### src/rtl/hs_mem_tdpram_arb.sv
// hs_mem_tdpram_arb: round-robin arbiter that maps NUM_REQ requesters onto
// the two ports of an external true dual-port RAM. It zero-fills the RAM after
// reset and routes read data back to the requester that asked for it.
module hs_mem_tdpram_arb #(
    parameter int NUM_REQ       = 4,
    parameter int DATA_WIDTH    = 8,
    parameter int DATA_DEPTH    = 16,
    // 0 = BOOL_FALSE (read latency 1), 1 = BOOL_TRUE (read latency 2)
    parameter bit EN_OUTPUT_REG = 1'b0,
    localparam int ADDR_WIDTH   = $clog2(DATA_DEPTH)
) (
    input  logic                          clk,
    input  logic                          rst,
    input  logic [NUM_REQ-1:0]            req_valid,
    output logic [NUM_REQ-1:0]            req_ready,
    input  logic [NUM_REQ-1:0]            req_wen,
    input  logic [NUM_REQ*ADDR_WIDTH-1:0] req_addr,
    input  logic [NUM_REQ*DATA_WIDTH-1:0] req_wdata,
    output logic [NUM_REQ-1:0]            rsp_valid,
    output logic [NUM_REQ*DATA_WIDTH-1:0] rsp_rdata,
    output logic                          init_busy,
    output logic                          ram_pa_ce,
    output logic                          ram_pb_ce,
    output logic [ADDR_WIDTH-1:0]         ram_pa_addr,
    output logic [ADDR_WIDTH-1:0]         ram_pb_addr,
    output logic [DATA_WIDTH-1:0]         ram_pa_wdata,
    output logic [DATA_WIDTH-1:0]         ram_pb_wdata,
    output logic                          ram_pa_wen,
    output logic                          ram_pb_wen,
    input  logic [DATA_WIDTH-1:0]         ram_pa_rdata,
    input  logic [DATA_WIDTH-1:0]         ram_pb_rdata
);

    localparam int LAT   = EN_OUTPUT_REG ? 2 : 1;
    localparam int PTR_W = $clog2(NUM_REQ);
    localparam logic [ADDR_WIDTH-1:0] K_LAST    = ADDR_WIDTH'(DATA_DEPTH / 2 - 1);
    localparam logic [PTR_W:0]        NUM_REQ_P = (PTR_W + 1)'(NUM_REQ);

    typedef enum logic {
        ST_INIT,
        ST_RUN
    } state_t;

    state_t                  r_state;
    state_t                  w_state_nxt;
    logic [ADDR_WIDTH-1:0]   r_k;
    logic [PTR_W-1:0]        r_ptr;
    logic [PTR_W-1:0]        w_ptr_nxt;

    // Per-port tag pipelines: stage LAT-1 lines up with the RAM read data.
    logic [LAT-1:0]          r_tag_a_vld;
    logic [LAT-1:0]          r_tag_b_vld;
    logic [PTR_W-1:0]        r_tag_a_id [LAT];
    logic [PTR_W-1:0]        r_tag_b_id [LAT];

    logic [PTR_W:0]          w_off [NUM_REQ];
    logic                    w_a_found;
    logic                    w_b_found;
    logic                    w_b_ok;
    logic [PTR_W-1:0]        w_a_id;
    logic [PTR_W-1:0]        w_b_id;
    logic [NUM_REQ-1:0]      w_gnt_a;
    logic [NUM_REQ-1:0]      w_gnt_b;
    logic [ADDR_WIDTH-1:0]   w_a_addr;
    logic [ADDR_WIDTH-1:0]   w_b_addr;
    logic [DATA_WIDTH-1:0]   w_a_wdata;
    logic [DATA_WIDTH-1:0]   w_b_wdata;
    logic                    w_a_wen;
    logic                    w_b_wen;

    // State register and zero-fill counter.
    always_ff @(posedge clk) begin
        // NOTE: sequential state uses non-blocking assignments so every flop
        // samples the pre-edge value of every other flop.
        if (rst) begin
            r_state <= ST_INIT;
            r_k     <= '0;
        end else begin
            r_state <= w_state_nxt;
            if (r_state == ST_INIT) begin
                r_k <= (r_k == K_LAST) ? '0 : r_k + ADDR_WIDTH'(1);
            end
        end
    end

    // Next-state: leave INIT once the last address pair has been written.
    always_comb begin
        w_state_nxt = r_state;
        if (r_state == ST_INIT && r_k == K_LAST) begin
            w_state_nxt = ST_RUN;
        end
    end

    // Candidate search: order requesters by distance from ptr, take the first two valid.
    always_comb begin
        logic [PTR_W:0] w_sum;
        // NOTE: every combinational output gets a default first, otherwise
        // paths that skip an assignment infer a latch.
        w_sum     = '0;
        w_a_found = 1'b0;
        w_b_found = 1'b0;
        w_a_id    = '0;
        w_b_id    = '0;
        for (int i = 0; i < NUM_REQ; i++) begin
            w_sum    = (PTR_W + 1)'(i + NUM_REQ) - {1'b0, r_ptr};
            w_off[i] = (w_sum >= NUM_REQ_P) ? (w_sum - NUM_REQ_P) : w_sum;
        end
        for (int o = 0; o < NUM_REQ; o++) begin
            for (int i = 0; i < NUM_REQ; i++) begin
                if (req_valid[i] && (w_off[i] == (PTR_W + 1)'(o))) begin
                    if (!w_a_found) begin
                        w_a_found = 1'b1;
                        w_a_id    = PTR_W'(i);
                    end else if (!w_b_found) begin
                        w_b_found = 1'b1;
                        w_b_id    = PTR_W'(i);
                    end
                end
            end
        end
    end

    // Grant decode, request muxing, conflict check and next pointer.
    always_comb begin
        logic [PTR_W-1:0] w_last;
        logic [PTR_W:0]   w_last_p1;
        w_a_addr  = '0;
        w_b_addr  = '0;
        w_a_wdata = '0;
        w_b_wdata = '0;
        w_a_wen   = 1'b0;
        w_b_wen   = 1'b0;
        w_gnt_a   = '0;
        w_gnt_b   = '0;
        for (int i = 0; i < NUM_REQ; i++) begin
            if (w_a_found && w_a_id == PTR_W'(i)) begin
                w_a_addr   = req_addr[i*ADDR_WIDTH +: ADDR_WIDTH];
                w_a_wdata  = req_wdata[i*DATA_WIDTH +: DATA_WIDTH];
                w_a_wen    = req_wen[i];
                w_gnt_a[i] = 1'b1;
            end
            if (w_b_found && w_b_id == PTR_W'(i)) begin
                w_b_addr   = req_addr[i*ADDR_WIDTH +: ADDR_WIDTH];
                w_b_wdata  = req_wdata[i*DATA_WIDTH +: DATA_WIDTH];
                w_b_wen    = req_wen[i];
                w_gnt_b[i] = 1'b1;
            end
        end
        // Same address with any write would race inside the RAM: only A goes.
        w_b_ok    = w_b_found && !((w_a_addr == w_b_addr) && (w_a_wen || w_b_wen));
        w_gnt_b   = w_b_ok ? w_gnt_b : '0;
        w_last    = w_b_ok ? w_b_id : w_a_id;
        w_last_p1 = {1'b0, w_last} + (PTR_W + 1)'(1);
        w_ptr_nxt = (w_last_p1 == NUM_REQ_P) ? '0 : w_last_p1[PTR_W-1:0];
    end

    // Outputs: RAM port drive, handshake and init status, all forced idle in reset.
    always_comb begin
        ram_pa_ce    = !rst;
        ram_pb_ce    = !rst;
        ram_pa_wen   = 1'b0;
        ram_pb_wen   = 1'b0;
        ram_pa_addr  = '0;
        ram_pb_addr  = '0;
        ram_pa_wdata = '0;
        ram_pb_wdata = '0;
        req_ready    = '0;
        init_busy    = 1'b1;
        if (!rst) begin
            if (r_state == ST_INIT) begin
                ram_pa_wen  = 1'b1;
                ram_pb_wen  = 1'b1;
                ram_pa_addr = r_k << 1;
                ram_pb_addr = (r_k << 1) | ADDR_WIDTH'(1);
            end else begin
                init_busy = 1'b0;
                req_ready = w_gnt_a | w_gnt_b;
                if (w_a_found) begin
                    ram_pa_wen   = w_a_wen;
                    ram_pa_addr  = w_a_addr;
                    ram_pa_wdata = w_a_wdata;
                end
                if (w_b_ok) begin
                    ram_pb_wen   = w_b_wen;
                    ram_pb_addr  = w_b_addr;
                    ram_pb_wdata = w_b_wdata;
                end
            end
        end
    end

    // Round-robin pointer and read-tag pipelines.
    always_ff @(posedge clk) begin
        if (rst) begin
            // NOTE: the tags are control state, so they are cleared to drop
            // reads in flight; the RAM contents are never reset, only zero-filled.
            r_ptr       <= '0;
            r_tag_a_vld <= '0;
            r_tag_b_vld <= '0;
            for (int s = 0; s < LAT; s++) begin
                r_tag_a_id[s] <= '0;
                r_tag_b_id[s] <= '0;
            end
        end else begin
            if (r_state == ST_RUN && w_a_found) begin
                r_ptr <= w_ptr_nxt;
            end
            r_tag_a_vld[0] <= (r_state == ST_RUN) && w_a_found && !w_a_wen;
            r_tag_b_vld[0] <= (r_state == ST_RUN) && w_b_ok && !w_b_wen;
            r_tag_a_id[0]  <= w_a_id;
            r_tag_b_id[0]  <= w_b_id;
            for (int s = 1; s < LAT; s++) begin
                r_tag_a_vld[s] <= r_tag_a_vld[s-1];
                r_tag_b_vld[s] <= r_tag_b_vld[s-1];
                r_tag_a_id[s]  <= r_tag_a_id[s-1];
                r_tag_b_id[s]  <= r_tag_b_id[s-1];
            end
        end
    end

    // Response routing: each port's returning read goes to its tagged requester.
    always_comb begin
        rsp_valid = '0;
        rsp_rdata = '0;
        if (!rst) begin
            for (int i = 0; i < NUM_REQ; i++) begin
                if (r_tag_a_vld[LAT-1] && r_tag_a_id[LAT-1] == PTR_W'(i)) begin
                    rsp_valid[i]                           = 1'b1;
                    rsp_rdata[i*DATA_WIDTH +: DATA_WIDTH] = ram_pa_rdata;
                end
                if (r_tag_b_vld[LAT-1] && r_tag_b_id[LAT-1] == PTR_W'(i)) begin
                    rsp_valid[i]                           = 1'b1;
                    rsp_rdata[i*DATA_WIDTH +: DATA_WIDTH] = ram_pb_rdata;
                end
            end
        end
    end

endmodule

### config.mk
export PLATFORM = sky130hd
export DESIGN_NAME = hs_mem_tdpram_arb
export DESIGN_NICKNAME = d
export VERILOG_FILES = /design/src/rtl/hs_mem_tdpram_arb.sv
export SDC_FILE = /design/constraint.sdc
export NUM_CORES = 1
export LEC_CHECK = 0
export BUFFER_PORTS_ARGS = -buffer_cell sky130_fd_sc_hd__clkbuf_2
export CAP_MARGIN = 5
export CORE_MARGIN = 10
export CORE_UTILIZATION = 44
export CTS_CLUSTER_DIAMETER = 60
export CTS_CLUSTER_SIZE = 40
export DETAILED_ROUTE_END_ITERATION = 7
export GPL_TIMING_DRIVEN = 0
export PLACE_DENSITY = 0.79
export SYNTH_ARGS = -nofsm -noshare
export SYNTH_HDL_FRONTEND = slang
export SYNTH_SLANG_ARGS = --single-unit
### constraint.sdc
create_clock -name clk -period 4.5 [get_ports clk]
set_input_delay 0.45 -clock clk [delete_from_list [all_inputs] [get_ports clk]]
set_output_delay 0.45 -clock clk [all_outputs]
set_load 0.05 [all_outputs]
Yosys cells after proc, flatten, opt, wreduce, memory -nomap -nowiden
Memory sizes are Yosys's and may differ from the RTL's. Cells that the tools add are included.

Memories kept: 2. Register bits: 9. Input port bits: 74. Output and inout port bits: 69. Memory bits (writable): 4.

Add/sub/neg operators: 10. Magnitude comparators: 4. Mux-type cells: 207. Equal/unequal tests: 27. Bitwise logic cells: 2. Reduce and logical (&&, ||, !) cells: 54.

Memories: r_tag_a_id (depth 1, width 2, read ports 1, clocked after Yosys merged registers in 0, write ports 1, line 53) `logic [PTR_W-1:0] r_tag_a_id [LAT];`; r_tag_b_id (depth 1, width 2, read ports 1, clocked after Yosys merged registers in 0, write ports 1, line 54) `logic [PTR_W-1:0] r_tag_b_id [LAT];`.

Operators by type and width (count): two-way mux 8 bit (22); two-way mux 2 bit (74); two-way mux 1 bit (87); two-way mux 4 bit (19); logical AND 1 bit (39); two-way mux 32 bit (1); equality test 3 x 2 -> 1 bit (second input constant) (8); equality test 2 bit (second input constant) (8); equality test 3 x 1 -> 1 bit (second input constant) (4); greater-or-equal comparator 3 bit (second input constant) (4); logical NOT 3 bit (4); two-way mux 3 bit (4); subtractor 3 x 2 -> 3 bit (first input constant) (4); subtractor 3 bit (second input constant) (4); equality test 2 x 1 -> 1 bit (second input constant) (4); logical NOT 2 bit (4); adder 4 x 1 -> 4 bit (second input constant) (1); equality test 4 x 3 -> 1 bit (second input constant) (1); equality test 4 bit (1); logical NOT 1 bit (4); bitwise OR 4 bit (1); OR reduction 2 bit (2); adder 2 x 1 -> 3 bit (second input constant) (1); equality test 3 bit (second input constant) (1); other kinds (2) (2).

Longest topological paths before layout
Depth after elaboration: 64. Depth in mapped cells: 22. Mapped depth without buffers: 17.

Least setup slack after synthesis
No wires, ideal clock.

Kind: register -> output. Start: register r_ptr[0]. End: output ram_pb_addr[1]. Path slack: -0.315 ns. Path buffers: 4. Arrival time: 4.365 ns. Stages on the path, launching flop included: 20. Required time: 4.050 ns. Cells stage by stage: dfxtp_1 -> buf_2 -> buf_4 -> nor2_1 -> and2_1 -> inv_1 -> ha_1 -> buf_2 -> a211oi_1 -> o21ai_0 -> nand4_1 -> or3_1 -> and3_1 -> a211oi_1 -> a31oi_1 -> o211ai_1 -> o31a_1 -> buf_4 -> nand3_1 -> a21oi_1.

Cells in the longest elaborated chain, start to end: 63. Elaborated cells between the ends (all ways): 208. Those cells by class: add/sub: 8; order compare: 4; eq/ne: 19; mux: 143; reduce/logical: 34.

RTL lines: start, declared (line 47) `logic [PTR_W-1:0] r_ptr;`; start signal, assigned (line 206) `r_ptr <= w_ptr_nxt;`; subtractor 3 x 2 -> 3 bit (line 105) `w_sum = (PTR_W + 1)'(i + NUM_REQ) - {1'b0, r_ptr};`; subtractor 3 bit or greater-or-equal comparator 3 bit (tied branches) (line 106) `w_off[i] = (w_sum >= NUM_REQ_P) ? (w_sum - NUM_REQ_P) : w_sum;`; two-way mux 3 bit (line 106); logical NOT 3 bit (line 110) `if (req_valid[i] && (w_off[i] == (PTR_W + 1)'(o))) begin`; logical AND 1 bit (line 110); two-way mux 1 bit (line 110); two-way mux 1 bit (line 111) `if (!w_a_found) begin`; two-way mux 1 bit (line 110); (+44 left out); two-way mux 4 bit or two-way mux 1 bit (tied branches) (4 in series) (line 142) `if (w_b_found && w_b_id == PTR_W'(i)) begin`; equality test 4 bit or logical OR 1 bit (tied branches) (line 150) `w_b_ok = w_b_found && !((w_a_addr == w_b_addr) && (w_a_wen || w_b_wen));`; logical AND 1 bit (line 150); logical NOT 1 bit (line 150); logical AND 1 bit (line 150); two-way mux 4 bit (*) (line 183) `if (w_b_ok) begin`; two-way mux 4 bit (*) (line 170) `if (r_state == ST_INIT) begin`; two-way mux 4 bit (*) (line 169) `if (!rst) begin`; end, declared (line 25) `output logic [ADDR_WIDTH-1:0] ram_pb_addr,`.

Every way passes the cells marked *; elsewhere a longest branch is shown, timed or not.

Worst setup path in the final report
Start: register r_ptr[0]. End: output req_ready[0].

Cells in the longest elaborated chain, start to end: 64. Elaborated cells between the ends (all ways): 211. Those cells by class: add/sub: 8; order compare: 4; eq/ne: 19; mux: 145; bitwise: 1; reduce/logical: 34.

RTL lines: subtractor 3 x 2 -> 3 bit (line 105); subtractor 3 bit or greater-or-equal comparator 3 bit (tied branches) (line 106); two-way mux 3 bit (line 106); logical NOT 3 bit (line 110); logical AND 1 bit (line 110); two-way mux 1 bit (line 110); two-way mux 1 bit (line 111); two-way mux 1 bit (line 110); (+48 left out); equality test 4 bit or logical OR 1 bit (tied branches) (line 150); logical AND 1 bit (line 150); logical NOT 1 bit (line 150); logical AND 1 bit (line 150); two-way mux 4 bit (line 151) `w_gnt_b = w_b_ok ? w_gnt_b : '0;`; bitwise OR 4 bit (*) (line 177) `req_ready = w_gnt_a | w_gnt_b;`; two-way mux 4 bit (*) (line 170); two-way mux 4 bit (*) (line 169); end, declared (line 15) `output logic [NUM_REQ-1:0] req_ready,`.

Marked as above.

==> summary.txt <==
Timing
  – Final period util: 106.5%
  – Final WS setup: -0.2928 ns
  – Crit path time final: 4.793 ns
  – Hold Slack: 0.4844 ns
  – Final Setup Violations: 17
  – Final-report hold violation count: 0
  – Max Slew Vio Count: 0
  – RSZ-0062 raised after global routing: true
  – Rel. slew slack: 45.65%
  – Fmax: roughly 0.21 GHz
  – Slew @ Worst Pin: between 0.8 and 0.9 ns
  – Final setup skew: 0.002033 ns

Clocking
  – Max clock buf depth: 2
  – Clk Latency, worst-skew pair: 0.24 ns
  – Post-CTS Hold Fix Bufs: 0
  – H-tree depth: 1
  – CTS tree: built
  – Root buffer cell: clkbuf_8
  – Reg clk slew, reported paths: ~0.050 ns
  – Clock sink count: 13
  – CTS buffer count: 3

Worst setup path
  – Reg-to-reg slack, setup: 0.32 ns
  – Crit path launch type: flip-flop
  – Reg-to-Reg Start: r_ptr[0]$_SDFFE_PP0P_
  – Reg-to-Reg End: r_ptr[0]$_SDFFE_PP0P_
  – Peak fanout along the critical path: 8
  – R2R depth: 22
  – Crit path arrival time: 4.34 ns
  – CP required: just over 4 ns
  – Setup CP Type: reg2out
  – CP endpoint kind: output pin

Global route
  – GRT overflow: 0
  – GR Layer Usage met2: 39.46%
  – Met3 Use GR: approximately 5.3%
  – Total track usage: 23.74%
  – Initial antenna violation count: 0
  – Pin count of the biggest net entering global routing: 11
  – First-pass GRT wire length: 22590 um
  – Global route hottest layer: met2
  – Met1 Use GR: 28.13%
  – Vias in the first global route: 4645

Power and ir drop
  – Comb power frac: 69.1%
  – Total chip power: 741.8 uW
  – Static Leakage: between 2 and 2.5 nW
  – Part of the power in registers: 17.0%
  – Clk network pwr share: 13.9%
  – Switching Share: 47.10%
  – Int Power: ~390 uW
  – Net Sw Power: 349.4 uW
  – Power Density: 149.5 nW/um^2
  – Worst IR Drop VDD: 114.3 uV

Synth
  – Yosys warnings: 0
  – Syn avg cell area: 6.620 sq um
  – Syn Nets: roughly 560
  – Sequential element share of the synthesized area: 8.225%
  – Number of synthesized register bits: 13
  – Asr flop ratio synth: 0%
  – Yosys top cell by area: mux2i_1
  – Synth Flop Type: dfxtp_1
  – Synthesized cell area: 3164 sq um
  – Yosys top cell area share: 16.13%
  – Synth Instances: 478
  – Synth unique cells: 70
  – Post-synth EDFFs: 0
  – Area contributors post-synth: mux2i_1, nand2_1, dfxtp_1

Min path
  – Hold WC Path Type: reg2reg
  – Hold Startpoint: r_k[3]$_SDFFE_PP0N_
  – Hold path endpoint: r_k[3]$_SDFFE_PP0N_
  – Hold Path Depth: 2

Drt
  – ANT nets after route: 0
  – Iter 0 DRT Violations: 632
  – DRT Wirelength: 15250 um
  – Residual DRC count: 0
  – Drt pass-1 iters: 6
  – Vias: 4877
  – Via/cell ratio: 6.460
  – Average wire per standard cell: slightly above 20 um

Floorplan
  – Initial cell density of the core: 45.82%
  – Die Y: 104.8 um
  – Die area: between 10000 and 15000 sq um
  – Rows: 30
  – Core area: 6907 sq um
  – Die width: 104.8 um
  – I/O pins: about 140

Placement
  – Hpwl dp: ~10000 um
  – GPL Wtd Cong: 0.9735
  – I/O Buffers: 139

Job
  – Max-cap violations: 0

Layout
  – Layout area overhead: 56.86%
  – Nets: 739
  – Fillcell total: just over 500
  – # diodes: 0
  – Layout cells sized above 1: ~45%
  – Register area: 267.8 sq um
  – Multi-input gate area: between 3000 and 4000 sq um

Run status
  – Failing checks: setup timing
  – Status: finished, violations left
[kinds of logic after synthesis]
logic type,after synthesis,share of synthesized area (%)
buf+inv,51,7.354
compound gates,139,30.41
fa+ha+maj,5,1.977
mux,51,16.13
simple gates,215,34.80
flops,13,8.225
xor+xnor,4,1.107
[final cells by class]
type                    count  share of cell area, %
multi-input cells         415                  62.26
repair buffers            177                  23.39
flip-flops and latches     13                  5.395
plain buffers              31                  4.134
well taps                  96                  2.420
inverters                  19                  1.487
clock buffers               4                 0.9075
[critical path, cell delays in order (launching register included)]
cell and delay (ns):
dfxtp_4 0.35, buf_6 0.12, buf_8 0.12, nor2_4 0.09
and2_4 0.17, inv_4 0.04, ha_4 0.17, buf_8 0.14
nor3b_2 0.15, o32a_1 0.29, o31ai_2 0.22, o211ai_2 0.21
o21a_1 0.16, buf_6 0.14, mux2i_2 0.15, mux2i_2 0.30
mux2i_1 0.24, a22oi_1 0.10, or3_4 0.40, nand2_2 0.08
o32a_1 0.22, nor2_2 0.07, buf_8 0.16
[sequential cells by signal, indices dropped and copies added, names as in the netlist]
register	cells
r_k	4
r_ptr	2
r_tag_a_id	2
r_tag_b_id	2
r_state	1
r_tag_a_vld	1
r_tag_b_vld	1
[stage by stage]
| step | utilization (%) | worst slack [ns] | cell area (sq um) | setup TNS [ns] | cells |
|---|---|---|---|---|---|
| finish | 71.87 | -0.2928 | 4964 | -3.162 | 755 |
| detailed placement | 58.93 | -0.7850 | 4070 | -14.40 | 713 |
| floorplan | - | -0.2226 | 3254 | -1.812 | 478 |
| CTS | 67.83 | -0.1286 | 4684 | -0.4470 | 748 |
| global route | 71.87 | -0.3887 | 4964 | -5.373 | 755 |
| global placement | 58.93 | -0.6894 | 4070 | -12.69 | 713 |
[power groups by stage]
stage	clock (mW)	combinational, mW	sequential, mW
global route	0.111	0.538	0.127
floorplan	0	0.267	0.128
finish	0.103	0.513	0.126
global placement	0	0.366	0.129
detailed placement	0	0.374	0.129
CTS	0.106	0.432	0.126
[repair_timing]
action,in CTS,in global routing
gates resized for setup,86,68
cloned,0,1
setup endpoints to repair,30,25
endpoints found under the hold margin,0,0
setup buffers,31,7
pin swaps,19,19
[placed cells by master, fill, tap and decap left out, types with 4 or more instances in the layout]
master / count
clkbuf_2: 124
nand2_1: 67
mux2i_1: 43
a21oi_1: 39
buf_4: 38
nor2_1: 38
nand3_1: 18
buf_8: 15
inv_1: 15
a211oi_1: 13
and2_1: 12
nor2_4: 11
clkbuf_1: 11
dfxtp_1: 11
buf_6: 10
and3_1: 9
a211oi_2: 9
nor2_2: 8
mux2i_2: 8
a221oi_1: 8
o21ai_1: 6
o21ai_0: 6
a21oi_2: 6
nand3b_1: 5
o211ai_1: 5
clkbuf_8: 5
or2_2: 4
nor2b_1: 4
nor3b_1: 4
a21oi_4: 4
xnor2_1: 4
buf_1: 4
[how the worst max path moves through the flow]
| stage | start | to | depth (start not counted) |
|---|---|---|---|
| after floorplan | r_ptr[0]$_SDFFE_PP0P_ | ram_pb_wdata[0] | 19 |
| after global placement | r_ptr[1]$_SDFFE_PP0P_ | req_ready[2] | 20 |
| after detailed placement | r_ptr[1]$_SDFFE_PP0P_ | ram_pb_addr[2] | 20 |
| after CTS | r_ptr[1]$_SDFFE_PP0P_ | req_ready[0] | 22 |
| after global routing | r_ptr[0]$_SDFFE_PP0P_ | ram_pb_addr[3] | 20 |
| final | r_ptr[0]$_SDFFE_PP0P_ | req_ready[0] | 22 |
[routing by layer]
metal / vias to the layer above / wire length (um)
met2: 424 / 6933
li1: 2119 / -
met4: 0 / 772
met1: 2237 / 5893
met5: - / 0
met3: 97 / 1650
[synthesized netlist by cell type (9+ instances only)]
| cell type | n |
|---|---|
| a211oi_1 | 22 |
| and3_1 | 9 |
| nand3_1 | 20 |
| and2_1 | 13 |
| nand2_1 | 70 |
| inv_1 | 17 |
| a21oi_1 | 47 |
| nor2_1 | 53 |
| clkbuf_1 | 12 |
| buf_2 | 9 |
| mux2i_1 | 51 |
| dfxtp_1 | 13 |
(Power assumes the default switching activity.)
